## config.mk

```make
export PLATFORM = sky130hd
export DESIGN_NAME = pitch_scorer
export DESIGN_NICKNAME = d
export VERILOG_FILES = /design/src/rtl/pitch_scorer.sv
export SDC_FILE = /design/constraint.sdc
export NUM_CORES = 1
export LEC_CHECK = 0
export CAP_MARGIN = 40
export CORE_UTILIZATION = 45
export DETAILED_ROUTE_END_ITERATION = 10
export PLACE_DENSITY_LB_ADDON = 0.05
export SLEW_MARGIN = 25
export SYNTH_ARGS = -nofsm -noshare
export SYNTH_HDL_FRONTEND = slang
export SYNTH_SLANG_ARGS = --single-unit
export TNS_END_PERCENT = 50
```

## constraint.sdc

```tcl
create_clock -name clk -period 6.2 [get_ports clk]
set_clock_uncertainty 0.15 [all_clocks]
set_input_delay 1.24 -clock clk [delete_from_list [all_inputs] [get_ports clk]]
set_output_delay 1.24 -clock clk [all_outputs]
set_load 0.01 [all_outputs]
```

## src/rtl/pitch_scorer.sv

```systemverilog
// Octave-tolerant pitch scorer: folds the reference by octaves toward the sung note, then grades the deviation.
// Optional running total/note counter enabled by defining PITCH_SCORER_TOTAL_EN.
module pitch_scorer #(
    parameter int          FREQ_W     = 15,
    parameter int          MAX_FOLDS  = 8,
    parameter int          TOL0_SH    = 6,
    parameter int          TOL1_SH    = 5,
    parameter int          TOL2_SH    = 4,
    parameter logic [3:0]  SCORE_FULL = 4'd10,
    parameter logic [3:0]  SCORE_T1   = 4'd7,
    parameter logic [3:0]  SCORE_T2   = 4'd5,
    parameter int          TOTAL_W    = 16
) (
    input  logic                clk,
    input  logic                rst,
    input  logic                enable,
    input  logic                start,
    input  logic [FREQ_W-1:0]   sung_freq_in,
    input  logic [FREQ_W-1:0]   ref_freq_in,
    output logic                rd_en,
    output logic                busy,
    output logic                score_ready,
    output logic [3:0]          score,
    output logic signed [4:0]   oct_offset,
    output logic                out_of_range,
    input  logic                clr_total,
    output logic [TOTAL_W-1:0]  total_score,
    output logic [TOTAL_W-1:0]  note_count,
    output logic [1:0]          state_dbg
);

    // Handshake: start is a level held by the source until rd_en; rd_en pulses on the
    // accepting edge, score_ready pulses once per result, and both stretch while enable is low.
    typedef enum logic [1:0] {
        IDLE  = 2'd0,
        FOLD  = 2'd1,
        DIFF  = 2'd2,
        SCORE = 2'd3
    } state_t;

    localparam logic [3:0] MAX_F = 4'(MAX_FOLDS);

    state_t              state, state_nx;
    logic [FREQ_W-1:0]   sung_r;
    logic [FREQ_W:0]     ref_r;
    logic [FREQ_W:0]     diff_r;
    logic [FREQ_W:0]     sung_ext;
    logic [3:0]          folds_r;
    logic signed [4:0]   off_r;
    logic                invalid_r;

    logic [FREQ_W+2:0]   sung_x2, sung_x4, ref_x3;
    logic                zero_in, need_up, need_down, limit_hit;
    logic [3:0]          score_nx;

    assign sung_ext  = {1'b0, sung_r};
    assign sung_x2   = {2'b00, sung_r, 1'b0};
    assign sung_x4   = {1'b0, sung_r, 2'b00};
    assign ref_x3    = {2'b00, ref_r} + {1'b0, ref_r, 1'b0};
    assign zero_in   = (sung_r == '0) || (ref_r == '0);
    assign need_up   = sung_x2 > ref_x3;
    assign need_down = sung_x4 < ref_x3;
    assign limit_hit = (need_up || need_down) && (folds_r == MAX_F);

    assign busy      = (state != IDLE);
    assign state_dbg = state;

    always_comb begin
        state_nx = state;
        case (state)
            IDLE:    if (start) state_nx = FOLD;
            FOLD:    if (zero_in || limit_hit || !(need_up || need_down)) state_nx = DIFF;
            DIFF:    state_nx = SCORE;
            SCORE:   state_nx = IDLE;
            default: state_nx = IDLE;
        endcase
    end

    // Tiers are checked tightest first so the best matching band wins.
    always_comb begin
        score_nx = 4'd0;
        if (!invalid_r) begin
            if (diff_r <= (ref_r >> TOL0_SH))      score_nx = SCORE_FULL;
            else if (diff_r <= (ref_r >> TOL1_SH)) score_nx = SCORE_T1;
            else if (diff_r <= (ref_r >> TOL2_SH)) score_nx = SCORE_T2;
        end
    end

    always_ff @(posedge clk) begin
        if (rst) begin
            state        <= IDLE;
            sung_r       <= '0;
            ref_r        <= '0;
            diff_r       <= '0;
            folds_r      <= '0;
            off_r        <= '0;
            invalid_r    <= 1'b0;
            rd_en        <= 1'b0;
            score_ready  <= 1'b0;
            score        <= '0;
            oct_offset   <= '0;
            out_of_range <= 1'b0;
        end else if (enable) begin
            state       <= state_nx;
            rd_en       <= 1'b0;
            score_ready <= 1'b0;
            case (state)
                IDLE: begin
                    if (start) begin
                        sung_r    <= sung_freq_in;
                        ref_r     <= {1'b0, ref_freq_in};
                        folds_r   <= '0;
                        off_r     <= '0;
                        invalid_r <= 1'b0;
                        rd_en     <= 1'b1;
                    end
                end
                FOLD: begin
                    if (zero_in || limit_hit) begin
                        invalid_r <= 1'b1;
                    end else if (need_up) begin
                        ref_r   <= ref_r << 1;
                        off_r   <= off_r + 5'sd1;
                        folds_r <= folds_r + 4'd1;
                    end else if (need_down) begin
                        ref_r   <= ref_r >> 1;
                        off_r   <= off_r - 5'sd1;
                        folds_r <= folds_r + 4'd1;
                    end
                end
                DIFF: begin
                    diff_r <= (sung_ext >= ref_r) ? (sung_ext - ref_r) : (ref_r - sung_ext);
                end
                SCORE: begin
                    score        <= score_nx;
                    out_of_range <= invalid_r;
                    oct_offset   <= off_r;
                    score_ready  <= 1'b1;
                end
                default: ;
            endcase
        end
    end

`ifdef PITCH_SCORER_TOTAL_EN
    // Clear applies before the add, so a coincident note survives the clear.
    logic [TOTAL_W-1:0] total_base, count_base;
    logic [TOTAL_W:0]   total_sum, count_sum;

    always_comb begin
        total_base = clr_total ? '0 : total_score;
        count_base = clr_total ? '0 : note_count;
        total_sum  = {1'b0, total_base} + {{(TOTAL_W-3){1'b0}}, score};
        count_sum  = {1'b0, count_base} + {{TOTAL_W{1'b0}}, 1'b1};
    end

    always_ff @(posedge clk) begin
        if (rst) begin
            total_score <= '0;
            note_count  <= '0;
        end else if (enable) begin
            if (score_ready) begin
                total_score <= total_sum[TOTAL_W] ? '1 : total_sum[TOTAL_W-1:0];
                note_count  <= count_sum[TOTAL_W] ? '1 : count_sum[TOTAL_W-1:0];
            end else if (clr_total) begin
                total_score <= '0;
                note_count  <= '0;
            end
        end
    end
`else
    logic unused_clr_total;
    assign unused_clr_total = clr_total;
    assign total_score      = '0;
    assign note_count       = '0;
`endif

endmodule

```

* Word level (Yosys, flattened, before mapping)
Cells that the tools add are included.
** Word-level totals
- Register bits :: 71
- Word-level logic and storage cells :: 79
- Input port bits :: 35
- Output and inout bits :: 47
** Operators by class
- Muxes and demuxes :: 29
- Reductions and logical operators :: 17
- Add/subtract/negate cells :: 6
- $lt $le $gt $ge :: 6
- Equality and inequality tests :: 9
** Operators with widths (number)
- two-way mux 16 bit :: 5
- case mux 16 bit (2 select lines) :: 1
- two-way mux 4 bit :: 6
- two-way mux 5 bit :: 4
- adder 16 x 17 -> 18 bit :: 1
- greater-than comparator 16 x 18 -> 1 bit :: 1
- < comparator 17 x 18 -> 1 bit :: 1
- >= comparator 15 x 16 -> 1 bit :: 1
- less-or-equal comparator 16 x 10 -> 1 bit :: 1
- less-or-equal comparator 16 x 11 -> 1 bit :: 1
- less-or-equal comparator 16 x 12 -> 1 bit :: 1
- logical NOT 16 bit :: 1
- subtractor 15 x 16 -> 16 bit :: 1
- subtractor 16 x 15 -> 16 bit :: 1
- logical NOT 15 bit :: 1
- case mux 5 bit (2 select lines) :: 1
- != test 2 bit, second input constant :: 4
- case mux 2 bit (4 select lines) :: 1
- case mux 4 bit (2 select lines) :: 1
- two-way mux 3 bit :: 2
- AND reduction 3 bit :: 2
- adder 5 x 2 -> 5 bit, second input constant :: 1
- two-way mux 1 bit :: 5
- AND reduction 5 bit :: 1
- 15 further kinds :: 22

* Longest topological paths before layout
- Depth after elaboration :: 8
- Mapped depth :: 26
- Gate-level depth less buffers :: 26

* Least setup slack after synthesis
No wires, ideal clock.
- Path kind :: register -> register
- Start point :: register ref_r[1]
- End point :: register off_r[4]
- Setup time :: 63 ps
- Period minus slack after synthesis :: 5232 ps
- Data arrival time :: 5019 ps
- Stages on the path, launching flop included :: 25
- Required time :: 5987 ps
- Setup slack :: 968 ps
- Path buffers :: 0
- Cells stage by stage :: dfxtp_1 -> ha_1 -> inv_1 -> fa_1 -> nor2b_4 -> o211ai_2 -> a21o_1 -> a211o_1 -> nand3_1 -> xnor2_1 -> ha_1 -> and3_1 -> and3_1 -> o211ai_1 -> nand2_1 -> o211ai_1 -> a22oi_2 -> nor2_4 -> inv_1 -> fa_1 -> a21o_1 -> a21o_1 -> and3_1 -> or4_1 -> nand3_1
** On the way
- Cells in the longest elaborated chain, start to end :: 7
- Elaborated cells between the ends (all ways) :: 14
- Those cells by class :: add/sub: 1; order compare: 2; eq/ne: 2; mux: 3; reduce/logical: 6
** Ends and longest elaborated chain
- from (decl) :: RTL line 45 : logic [FREQ_W:0] ref_r;
- from (signal assigned) :: RTL line 111 : ref_r <= {1'b0, ref_freq_in};
- from (signal assigned) :: RTL line 122 : ref_r <= ref_r << 1;
- from (signal assigned) :: RTL line 126 : ref_r <= ref_r >> 1;
- adder 16 x 17 -> 18 bit :: RTL line 59 : assign ref_x3 = {2'b00, ref_r} + {1'b0, ref_r, 1'b0};
- greater-than comparator 16 x 18 -> 1 bit or < comparator 17 x 18 -> 1 bit (tied branches) :: RTL line 61, 62
- logical OR 1 bit :: RTL line 63 : assign limit_hit = (need_up || need_down) && (folds_r == MAX_F);
- logical AND 1 bit :: RTL line 63
- logical OR 1 bit :: RTL line 119 : if (zero_in || limit_hit) begin
- != test 2 bit (no line)
- AND reduction 5 bit (no line)
- to (signal assigned) :: RTL line 123 : off_r <= off_r + 5'sd1;
- to (signal assigned) :: RTL line 127 : off_r <= off_r - 5'sd1;
- to (decl) :: RTL line 49 : logic signed [4:0] off_r;
Parallel ways exist; a longest one is shown, timed or not. The select of a mux whose other input is x is not followed.
A chain may end at the register's enable or synchronous reset.

* Worst setup path after layout
- Start point :: register ref_r[0]
- End point :: register off_r[4]
The elaborated chain is that of the path after synthesis.

==> results.sh <==
export IMPL_end_kind="flip-flop"
export IMPL_yosysTopAreaCell="ha_1"
export IMPL_tritoncts_clock_tree="yes"
export IMPL_ys_ff_latch=70
export IMPL_unrepaired_setup_endpoints_after_global_routing="no"
export IMPL_design_final_nets=1154
export IMPL_synthesis_area_per_instance_um2=7.83
export IMPL_topRoutingLayerUsed="met4"
export IMPL_route_met2_wl_um=10200
export IMPL_report_final_setup_viol=0
export IMPL_gpl_final_weighted_congestion=0.927
export IMPL_cts_buffers_inserted=9
export IMPL_globalRoute_totalOverflow=0
export IMPL_synth_top_area_frac=0.206
export IMPL_drt_antenna_net_count=0
export IMPL_floorplan_die_area_um2=17200
export IMPL_synthMostInstantiatedCell="ha_1"
export IMPL_post_cts_repair_setup_buffers=0
export IMPL_avgRoutedWirePerCell_um=18.5
export IMPL_max_slew_worst_pin_slew_ns=0.778
export IMPL_post_detail_place_hpwl_um=17500
export IMPL_starting_density=0.467
export IMPL_holdWs_ns=0.305
export IMPL_worst_setup_hold_path_clk_slew_ns=0.06
export IMPL_crit_path_top_delay_cell="or4_1"
export IMPL_final_setup_tns_ns=0
export IMPL_drc=0
export IMPL_pre_cts_ws_ns=0.280
export IMPL_clock_tree_root_cell="clkbuf_16"
export IMPL_postLayoutCoreUtil=0.521
export IMPL_synth_warning_count=0
export IMPL_critPathMaxStageDelay_ns=0.46
export IMPL_critPathLaunchType="flip-flop"
export IMPL_period_minus_slack_ns=5.81
export IMPL_status="complete, no violations"
export IMPL_fraction_of_the_yosys_area_taken_by_sequential_cells=0.186
export IMPL_fmax_mhz=172
export IMPL_wl_met1_um=10700
export IMPL_worstSkewPairLatency_ns=0.36
export IMPL_io_pin_count=82
export IMPL_synth_edf_count=0
export IMPL_worstSetupPathType="reg2reg"
export IMPL_global_route_wire_length_before_repair_um=35600
export IMPL_min_path_type="reg2reg"
export IMPL_grt_antenna_before_repair=0
export IMPL_critPathMaxFanout=7
export IMPL_post_route_cells_drive_above_1_share=0.0643
export IMPL_synth_area_um2=7520
export IMPL_routed_via_count=7015
export IMPL_cap_viol_max_count=0
export IMPL_grt_max_degree=46
export IMPL_distinct_cell_type_count_of_the_synthesized_netlist=71
export IMPL_antenna_diode_count=0
export IMPL_irDropWorstVdd_uv=162
export IMPL_static_leakage_power_nw=3.57
export IMPL_dieWidth_um=131
export IMPL_vias_per_instance=5.79
export IMPL_met3RoutedLength_um=1060
export IMPL_grt_pass1_vias=6667
export IMPL_cts_htree_levels=3
export IMPL_hold_violations=0
export IMPL_setup_slack_of_the_critical_path_after_layout_ns=0.386
export IMPL_fin_crit_sh=0.938
export IMPL_synth_top_cells_by_count="ha_1 (124), nand2_1 (102), a21oi_1 (101)"
export IMPL_async_flop_share=0
export IMPL_global_route_usage_total=0.263
export IMPL_arrival_ns=5.97
export IMPL_ctsLongestPathBuffers=2
export IMPL_post_synth_inst_count=961
export IMPL_fillerInstances=1613
export IMPL_drtIter0Drc=544
export IMPL_ys_top_cells_by_area="ha_1 (21%), dfxtp_1 (19%), a21oi_1 (6.7%)"
export IMPL_synth_top_flop_cell="dfxtp_1"
export IMPL_numPortBuffers=48
export IMPL_multiInputGateArea_um2=5600
export IMPL_final_routed_wirelength_across_all_metal_layers_um=22400
export IMPL_crit_required_ns=6.35
export IMPL_power_per_cell_area_nw_per_um2=375
export IMPL_seqCellArea_um2=1400
export IMPL_core_region_area_um2=16100
export IMPL_max_slew_margin_rel=0.482
export IMPL_area_growth_syn_to_layout_pct=11.5
export IMPL_drt_pre_antenna_iters=5
export IMPL_fp_row_count=46
export IMPL_numClockSinks=70
export IMPL_chip_height_um=131
export IMPL_maxSlewViolCount=0
[what timing repair did]
item | CTS | global route
endpoints found under the setup margin | 0 | 1
hold buffers | 0 | 0
gates resized for setup | 0 | 2
[report_power, final]
part           leakage [nW]  switching (mW)  total, mW  internal [mW]
Combinational          2.85            1.20       2.02          0.816
Clock                 0.152           0.247      0.565          0.318
Sequential            0.568          0.0683      0.561          0.493
[registers in the layout (all words and copies together), names as in the netlist]
signal / flops
off_r: 5
rd_en: 1
out_of_range: 1
oct_offset: 5
score_ready: 1
folds_r: 4
diff_r: 16
sung_r: 15
invalid_r: 1
score: 3
ref_r: 16
state_dbg: 2
[through the flow]
step / instances / area [um2] / power [mW]
final: 1212 / 8390 / 3.14
after global routing: 1212 / 8390 / 3.39
after CTS: 1212 / 8380 / 3.12
after detailed placement: 1196 / 8080 / 2.55
after global placement: 1195 / 8070 / 2.54
after floorplan: 992 / 7640 / 2.06
[cell type report]
| cell class | count | share of cell area |
|---|---|---|
| Clock buffer | 9 | 0.0268 |
| Multi-Input combinational cell | 790 | 0.667 |
| Tap cell | 216 | 0.0322 |
| Clock inverter | 7 | 0.00969 |
| Inverter | 55 | 0.0246 |
| Timing Repair Buffer | 65 | 0.0723 |
| Sequential cell | 70 | 0.167 |
[worst max-delay path: cells and delay by family (launching register included)]
kind / cells / cell delay, ns
adder cells (fa/ha/maj): 5 / 1.61
flip-flops: 1 / 0.44
AND/OR/NAND/NOR: 11 / 1.92
buffers and inverters: 2 / 0.29
XOR/XNOR: 1 / 0.17
AO/OA/AOI/OAI: 7 / 1.19
[cell usage in the layout, fill, tap and decap left out, types with 4 or more instances in the layout]
cell / synthesis / final
clkbuf_16: 0 / 9
nand3_1: 26 / 26
nand2b_1: 15 / 15
nand2_1: 102 / 102
dfxtp_1: 70 / 69
and2_1: 6 / 6
clkdlybuf4s50_1: 0 / 47
inv_1: 55 / 55
o21a_1: 18 / 18
a211oi_1: 17 / 17
o211ai_1: 10 / 10
mux2i_1: 22 / 22
nor3_1: 11 / 11
conb_1: 1 / 32
o41ai_1: 7 / 7
o21ai_0: 41 / 41
o21bai_1: 12 / 12
and3_1: 7 / 7
buf_4: 34 / 16
a21o_1: 20 / 20
a311o_1: 4 / 4
xor2_1: 14 / 14
nor4_1: 5 / 4
nor2b_1: 13 / 13
a21oi_1: 101 / 101
a31oi_1: 9 / 9
o41ai_2: 9 / 9
a31o_2: 4 / 4
nand4_1: 37 / 37
fa_1: 4 / 4
ha_1: 124 / 124
nor2_1: 60 / 60
xnor2_1: 9 / 9
[cells by family after synthesis]
logic type | Yosys count | synth area share
AND/OR/NAND/NOR | 298 | 0.193
AO/OA/AOI/OAI | 284 | 0.257
buffers and inverters | 132 | 0.0860
adder cells (fa/ha/maj) | 129 | 0.218
flip-flops | 70 | 0.186
multiplexers | 24 | 0.0323
XOR/XNOR | 23 | 0.0268
other | 1 | 0.000498
[metal layers]
layer / up-vias / track usage
li1: 3498 / -
met1: 3296 / 0.350
met2: 191 / 0.425
met3: 30 / 0.0471
met4: 0 / 0.0924
met5: - / 0
[path summary, 6_finish.rpt]
check	start	end	slack (ns)	depth (start not counted)
max reg2reg	ref_r[0]	off_r[4]	0.39	26
min reg2reg	oct_offset[4]	oct_offset[4]	0.30	2
max	ref_r[0]	off_r[4]	0.39	26
min	oct_offset[4]	oct_offset[4]	0.30	2
No activity file was read; power rests on OpenSTA's default activity.
